File: src/rtl/multicycle_control_unit.sv
// Multi-cycle RV32I control FSM: FETCH/DECODE/EXEC/MEM/WB with ready handshakes to imem/dmem.
// Latency: branch 3 cycles, ALU/U-type/jal/jalr/store 4, load 5, plus memory wait states.
// Backpressure: imem_req/dmem_req held until ready; MEM_TIMEOUT wait cycles -> sticky bus_err, HALT.
// Build option: define ILLEGAL_TRAP_EN to trap (sticky, HALT) on unknown opcodes instead of NOP.
module multicycle_control_unit #(
  parameter int MEM_TIMEOUT = 16,
  parameter int TMO_W       = 5
) (
  input  logic       clk,
  input  logic       rst,
  input  logic [6:0] opcode,
  input  logic       branch_taken,
  input  logic       imem_ready,
  input  logic       dmem_ready,
  output logic       imem_req,
  output logic       dmem_req,
  output logic       ir_write,
  output logic       pc_write,
  output logic       reg_write,
  output logic       mem_read,
  output logic       mem_write,
  output logic [1:0] alu_op,
  output logic [1:0] alu_src,
  output logic [1:0] pc_src,
  output logic [2:0] mem_to_reg,
  output logic       bus_err,
  output logic       trap
);

  localparam logic [6:0] OP_R      = 7'd51;
  localparam logic [6:0] OP_I      = 7'd19;
  localparam logic [6:0] OP_LOAD   = 7'd3;
  localparam logic [6:0] OP_STORE  = 7'd35;
  localparam logic [6:0] OP_BRANCH = 7'd99;
  localparam logic [6:0] OP_JAL    = 7'd111;
  localparam logic [6:0] OP_JALR   = 7'd103;
  localparam logic [6:0] OP_LUI    = 7'd55;
  localparam logic [6:0] OP_AUIPC  = 7'd23;

  typedef enum logic [2:0] {
    S_FETCH, S_DECODE, S_EXEC, S_MEM, S_WB, S_HALT
  } state_t;

  state_t           state_q, state_n;
  logic [6:0]       opc_q;
  logic [TMO_W-1:0] timer_q;
  logic             bus_err_q;
  logic             bus_err_set;
  logic             mem_wait;
  logic             tmo_hit;
`ifdef ILLEGAL_TRAP_EN
  logic             trap_q;
  logic             trap_set;
`endif

  // A request is outstanding and the memory has not answered this cycle
  assign mem_wait = ((state_q == S_FETCH) && !imem_ready) ||
                    ((state_q == S_MEM)   && !dmem_ready);
  // This waiting cycle is the last one allowed; a ready in the same cycle wins instead
  assign tmo_hit  = (MEM_TIMEOUT != 0) && mem_wait &&
                    (timer_q == TMO_W'(MEM_TIMEOUT - 1));

  // State, latched opcode, wait timer and sticky bus error
  always_ff @(posedge clk) begin
    if (rst) begin
      state_q   <= S_FETCH;
      opc_q     <= 7'd0;
      timer_q   <= '0;
      bus_err_q <= 1'b0;
    end else begin
      state_q <= state_n;
      if (state_q == S_DECODE) opc_q <= opcode;
      if ((state_n != state_q) && ((state_n == S_FETCH) || (state_n == S_MEM)))
        timer_q <= '0;
      else if (mem_wait)
        timer_q <= timer_q + TMO_W'(1);
      if (bus_err_set) bus_err_q <= 1'b1;
    end
  end

`ifdef ILLEGAL_TRAP_EN
  // Sticky illegal-opcode flag, cleared only by reset
  always_ff @(posedge clk) begin
    if (rst)           trap_q <= 1'b0;
    else if (trap_set) trap_q <= 1'b1;
  end
  assign trap = trap_q;
`else
  assign trap = 1'b0;
`endif

  assign bus_err = bus_err_q;

  // Next state and datapath controls from state plus latched opcode
  always_comb begin
    state_n     = state_q;
    imem_req    = 1'b0;
    dmem_req    = 1'b0;
    ir_write    = 1'b0;
    pc_write    = 1'b0;
    reg_write   = 1'b0;
    mem_read    = 1'b0;
    mem_write   = 1'b0;
    alu_op      = 2'b00;
    alu_src     = 2'd0;
    pc_src      = 2'b00;
    mem_to_reg  = 3'b000;
    bus_err_set = 1'b0;
`ifdef ILLEGAL_TRAP_EN
    trap_set    = 1'b0;
`endif

    // ALU and writeback-source selects stay stable from EXEC through WB
    if ((state_q == S_EXEC) || (state_q == S_MEM) || (state_q == S_WB)) begin
      case (opc_q)
        OP_R:      alu_op = 2'b11;
        OP_I:      begin alu_op = 2'b10; alu_src = 2'd1; end
        OP_LOAD:   begin alu_src = 2'd1; mem_to_reg = 3'b001; end
        OP_STORE:  alu_src = 2'd2;
        OP_BRANCH: alu_op = 2'b01;
        OP_JAL,
        OP_JALR:   mem_to_reg = 3'b010;
        OP_LUI:    mem_to_reg = 3'b011;
        OP_AUIPC:  mem_to_reg = 3'b100;
        default:   ;
      endcase
    end

    case (state_q)
      S_FETCH: begin
        imem_req = 1'b1;
        if (imem_ready) begin
          ir_write = 1'b1;
          state_n  = S_DECODE;
        end else if (tmo_hit) begin
          bus_err_set = 1'b1;
          state_n     = S_HALT;
        end
      end
      S_DECODE: state_n = S_EXEC;
      S_EXEC: begin
        case (opc_q)
          OP_R, OP_I, OP_JAL, OP_JALR, OP_LUI, OP_AUIPC: state_n = S_WB;
          OP_LOAD, OP_STORE: state_n = S_MEM;
          OP_BRANCH: begin
            pc_write = 1'b1;
            pc_src   = branch_taken ? 2'b01 : 2'b00;
            state_n  = S_FETCH;
          end
          default: begin
`ifdef ILLEGAL_TRAP_EN
            trap_set = 1'b1;
            state_n  = S_HALT;
`else
            pc_write = 1'b1;
            state_n  = S_FETCH;
`endif
          end
        endcase
      end
      S_MEM: begin
        dmem_req  = 1'b1;
        mem_read  = (opc_q == OP_LOAD);
        mem_write = (opc_q == OP_STORE);
        if (dmem_ready) begin
          if (opc_q == OP_LOAD) begin
            state_n = S_WB;
          end else begin
            pc_write = 1'b1;
            state_n  = S_FETCH;
          end
        end else if (tmo_hit) begin
          bus_err_set = 1'b1;
          state_n     = S_HALT;
        end
      end
      S_WB: begin
        reg_write = 1'b1;
        pc_write  = 1'b1;
        if (opc_q == OP_JAL)       pc_src = 2'b10;
        else if (opc_q == OP_JALR) pc_src = 2'b11;
        state_n = S_FETCH;
      end
      default: state_n = S_HALT;
    endcase

    // A reset cycle aborts the instruction in flight: no strobes escape
    if (rst) begin
      imem_req   = 1'b0;
      dmem_req   = 1'b0;
      ir_write   = 1'b0;
      pc_write   = 1'b0;
      reg_write  = 1'b0;
      mem_read   = 1'b0;
      mem_write  = 1'b0;
      alu_op     = 2'b00;
      alu_src    = 2'd0;
      pc_src     = 2'b00;
      mem_to_reg = 3'b000;
    end
  end

endmodule

File: config.mk
export PLATFORM = sky130hd
export DESIGN_NAME = multicycle_control_unit
export DESIGN_NICKNAME = d
export VERILOG_FILES = /design/src/rtl/multicycle_control_unit.sv
export SDC_FILE = /design/constraint.sdc
export NUM_CORES = 1
export LEC_CHECK = 0
export ABC_CLOCK_PERIOD_IN_PS = 2600
export CAP_MARGIN = 40
export CORE_MARGIN = 2
export CORE_UTILIZATION = 48
export CTS_CLUSTER_DIAMETER = 50
export DETAILED_ROUTE_END_ITERATION = 8
export GPL_TIMING_DRIVEN = 0
export HOLD_SLACK_MARGIN = 0.02
export PLACE_DENSITY = 0.79
export SLEW_MARGIN = 20
export SYNTH_ARGS = -nofsm -noshare
export SYNTH_HDL_FRONTEND = slang
export SYNTH_SLANG_ARGS = --single-unit
File: constraint.sdc
create_clock -name clk -period 2.6 [get_ports clk]
set_input_delay 0.52 -clock clk [delete_from_list [all_inputs] [get_ports clk]]
set_output_delay 0.52 -clock clk [all_outputs]
set_load 0.02 [all_outputs]
== Word-level counts from Yosys, hierarchy flattened ==
Cells that the tools add are included.

* Word-level logic and storage cells: 82
* Input bits: 12
* Register bits after elaboration: 16

* Equality and inequality tests: 16
* Reduce and logical (&&, ||, !) cells: 18
* Add/sub/neg operators: 1
* Muxes and demuxes: 43

{| class="wikitable"
|+ Operators with widths
! operator !! count
|-
| 1-bit 2-to-1 mux || 22
|-
| 7-bit by 6-bit == test with 1-bit output, second input constant || 3
|-
| 7-bit == test, second input constant || 3
|-
| 3-bit 2-to-1 mux || 6
|-
| 3-bit case mux with 5 select lines || 1
|-
| 7-bit by 5-bit == test with 1-bit output, second input constant || 2
|-
| 2-bit 2-to-1 mux || 7
|-
| 3-bit case mux with 4 select lines || 1
|-
| 3-bit by 2-bit == test with 1-bit output, second input constant || 3
|-
| 2-bit case mux with 2 select lines || 2
|-
| 2-bit OR reduction || 4
|-
| 8-bit OR reduction || 1
|-
| 7-bit by 2-bit == test with 1-bit output, second input constant || 1
|-
| 3-bit logical NOT || 2
|-
| 2-bit case mux with 3 select lines || 1
|-
| 3-bit case mux with 2 select lines || 1
|-
| 6-bit OR reduction || 1
|-
| 5-bit by 1-bit adder with 5-bit output, second input constant || 1
|-
| 5-bit by 4-bit == test with 1-bit output, second input constant || 1
|-
| 1-bit logical AND || 4
|-
| 1-bit logical OR || 4
|-
| 3-bit by 1-bit == test with 1-bit output, second input constant || 1
|-
| 3-bit == test, second input constant || 1
|-
| 3-bit inequality test || 1
|-
| other kinds (3) || 4
|}

== Logic depth before layout (Yosys ltp) ==
* Depth in word-level cells: 11
* Depth in mapped cells: 7
* Gate-level depth less buffers: 7

== Least setup slack after synthesis ==
OpenSTA, ideal clock, no wires.

* Kind: register -> output
* From: reg state_q[0]
* To: out mem_to_reg[2]
* Data arrival time: 1.628 ns
* Cell stages (with the launch flop): 5
* Buffers on the path: 1
* Data required time: 2.080 ns
* Path slack: 0.452 ns
* Path through: dfxtp_1 > buf_4 > nor3b_2 > o21ai_1 > nor4b_1

* Cells in the longest elaborated chain, start to end: 5

{| class="wikitable"
|+ RTL lines
! item !! RTL line !! RTL
|-
| start: declaration || 44 || <nowiki>state_t state_q, state_n;</nowiki>
|-
| start signal: assignment || 71 || <nowiki>state_q <= state_n;</nowiki>
|-
| 3-bit by 2-bit == test with 1-bit output || 114 || <nowiki>if ((state_q == S_EXEC) || (state_q == S_MEM) || (state_q == S_WB)) begin</nowiki>
|-
| 1-bit logical OR || 114 ||
|-
| 1-bit logical OR * || 114 ||
|-
| 3-bit 2-to-1 mux * || 114 ||
|-
| 3-bit 2-to-1 mux * || 188 || <nowiki>if (rst) begin</nowiki>
|-
| end: declaration || 25 || <nowiki>output logic [2:0] mem_to_reg,</nowiki>
|}

Every way passes the cells marked *; elsewhere a longest branch is shown, timed or not.

== Worst setup path in the final report ==
* From: in rst
* To: out reg_write

* Cells in the longest elaborated chain, start to end: 1

{| class="wikitable"
|+ RTL lines
! item !! RTL line !! RTL
|-
| start: declaration || 10 || <nowiki>input logic rst,</nowiki>
|-
| 1-bit 2-to-1 mux || 188 ||
|-
| end: declaration || 19 || <nowiki>output logic reg_write,</nowiki>
|}

No other way between the ends.

==> flow_summary.toml <==
[yosys]
synth_top_area_share_pct = 28.8
synth_cell_type_count = 49
synthArstFlopShare_pct = 0
avgSynthCellArea_um2 = 8.49
synth-seq-area-share_pct = 28.8
postSynthCellCount = 131
synth.cell_area_um2 = 1110
ys_warn_count = 0
netlist.top_cell.by_area = "dfxtp_1"
synth-edff-count = 0
ys.flop_type = "dfxtp_1"
yosys-top-cells-area = "dfxtp_1 29%, mux2i_1 7.2%, nor2_1 4.7%, a21oi_1 4.0%, xnor2_1 3.1%"
synth_nets = 145
ys_seq_elements = 16

[worst_setup_path]
worst-r2r-cell-count = 6
critPathLaunchType = "input pin"
worstSetupEndpointType = "primary output"
cp_slowest_cell = "clkdlybuf4s50_1"
cp_max_fo = 6
cpPeakStageDelay_ns = 0.66
path_buf_inv = 2
r2r_end = "timer_q[0]$_SDFFE_PP0P_"
crit_type = "in -> out"
crit_path_cell_trace = "clkdlybuf4s50_1, nor4b_2, clkdlybuf4s50_1"
reg2reg_slack_ns = 0.78
required_ns = 2.08
cpMostUsedCell = "clkdlybuf4s50_1"
timing.rr.start = "timer_q[0]$_SDFFE_PP0P_"
crit_family = "buffers and inverters"
cp.arrival_ns = 2.02

[clock_tree]
clk_pin_slew_worst_paths_ns = 0.09
cts.sinks = 16
htreeDepth = 1
cts_tree = "yes"
ctsRootBufferMaster = "clkbuf_4"
cts_setup_buffers = 0
clockBufferDepth = 2
cts_inserted_buffers = 3
clk_latency_ns = 0.29

[grt]
overflow = 0
grt_start_max_net_pins = 11
grt_use_total_pct = 20.7
grt_pass1_wl_mm = 4.26
grt_antenna_before_repair = 0
first_global_vias = 966

[route]
via_per_inst = 5.54
ant_nets = 0
drc_errors = 0
wl_per_cell_um = 13.4
wirelength_mm = 2.55
drtIter0Drc = 19
drt_first_pass_iters = 4
dr_total_vias = 1058

[die]
top_level_ports = 30
die-area_um2 = 2720
rows = 17
coreArea_um2 = 2210
die_w_um = 52.1
die_h_um = 52.1
initial_core_util_pct = 50.3

[status]
status = "completed"

[layout]
syn_to_final_growth_pct = 32.3
multiInputGateArea_um2 = 734
antennaDiodeCount = 0
nets = 178
most-common-layout-cells = "16 x dfxtp_1, 15 x clkdlybuf4s50_1, 14 x nor2_1"
n_fill_cell = 200
layout-drive-gt1-share_pct = 18.4
final_common_cell = "dfxtp_1"
regArea_um2 = 320
design_area_um2 = 1470

[sta]
fin_crit_ns = 2.54
fin_skew_ns = 0.00216
fin_crit_sh_pct = 97.9
max_freq_mhz = 393
whs_ns = 0.484
hold_viol_final = 0
rsz0062_at_grt = "true"
setup-violations-final = 0
drv_slew = 0

[placed_design]
place_hpwl_mm = 1.99
gp_routability_congestion = 0.858
placed_area_um2 = 1430
port_buffers = 28

[hold_path]
min_path_type = "reg -> reg"
hold_end = "bus_err$_SDFFE_PP0P_"
min_from = "bus_err$_SDFFE_PP0P_"
hold_depth = 2

[pwr]
p_leak_nw = 0.570
power.density_nw_per_um2 = 368
ir_worst_vdd_mv = 0.358

[flow_run]
drv_cap = 0
## registers in the layout (all words and copies together) (netlist names)
name / cells
opc_q: 7
state_q: 3
timer_q: 5
bus_err: 1
## metrics by stage
stage	instances	power (W)	TNS [ns]	utilization [%]	setup WS (ns)
4_1_cts	191	0.000544	0	66.2	0.0164
3_3_place_gp	187	0.000377	-1.65	64.5	-0.232
2_1_floorplan	131	0.000342	0	-	0.452
5_1_grt	191	0.000570	-0.0412	66.5	-0.0198
3_5_place_dp	187	0.000382	-1.78	64.5	-0.257
6_report	191	0.000542	0	66.5	0.0559
## kinds of logic (layout without fill, tap and decap cells)
| logic type | count (synthesis) | count (layout) | synth area share [%] |
|---|---|---|---|
| compound gates | 28 | 28 | 18.8 |
| xor+xnor | 4 | 4 | 3.15 |
| fa+ha+maj | 2 | 2 | 2.25 |
| buf+inv | 15 | 47 | 7.54 |
| flops | 16 | 16 | 28.8 |
| mux | 8 | 8 | 7.20 |
| other cells | 1 | 1 | 0.337 |
| simple gates | 57 | 57 | 31.9 |
## routing by layer
metal | up-vias | track usage [%] | routed length (µm)
met5 | - | 0 | 0
met3 | 5 | 3.74 | 102
met4 | 0 | 5.56 | 29
li1 | 537 | - | -
met2 | 25 | 35.9 | 1240
met1 | 491 | 26.3 | 1190
## how the worst max path moves through the flow
stage | from | end | slack, ns | cells after the start
after global routing | rst | ir_write | -0.02 | 4
final | rst | reg_write | 0.06 | 3
after detailed placement | rst | mem_to_reg[2] | -0.26 | 5
after floorplan | state_q[0]$_SDFF_PP0_ | mem_to_reg[2] | 0.45 | 4
after CTS | rst | alu_op[1] | 0.02 | 6
after global placement | rst | mem_to_reg[2] | -0.23 | 5
## cells in the mapped netlist, types with 2 or more instances
cell and n:
buf_2 4, nand4_1 2, a31oi_1 2, nand4bb_1 2, inv_1 6, nand2_1 6
mux2i_1 8, nand2b_1 4, a21oi_1 9, a211oi_1 2, nor3_1 3, ha_1 2
and2_1 2, or3_4 2, xnor2_1 4, buf_6 2, a211oi_2 2, dfxtp_1 16
nor3b_2 2, o21ai_1 3, buf_4 2, nor3b_1 2, nand3_1 4, nor4_1 2
nor2_1 14
## power breakdown
part           total [W]  internal [W]  switching, W
combinational   0.000112     0.0000578     0.0000546
sequential      0.000268      0.000256     0.0000118
clock           0.000162     0.0000853     0.0000768
## worst reg2reg max path: stages (launching register included)
cell and delay [ns]:
dfxtp_1 0.34, ha_1 0.22, and3_1 0.19, ha_1 0.24, nor3b_1 0.18, a311oi_2 0.39
a21oi_1 0.15
## repair_timing
item	in CTS	in global routing
gates resized for setup	14	6
endpoints found under the setup margin	13	7
hold buffers	0	0
## layout make-up
type,count,area share [%]
Buffer,9,4.17
Clock buffer,4,2.47
Inverter,6,1.53
Multi-Input combinational cell,100,49.9
Sequential cell,16,21.8
Tap cell,28,2.38
Timing Repair Buffer,28,17.8
Note: power is estimated with default switching activity, not from simulation.
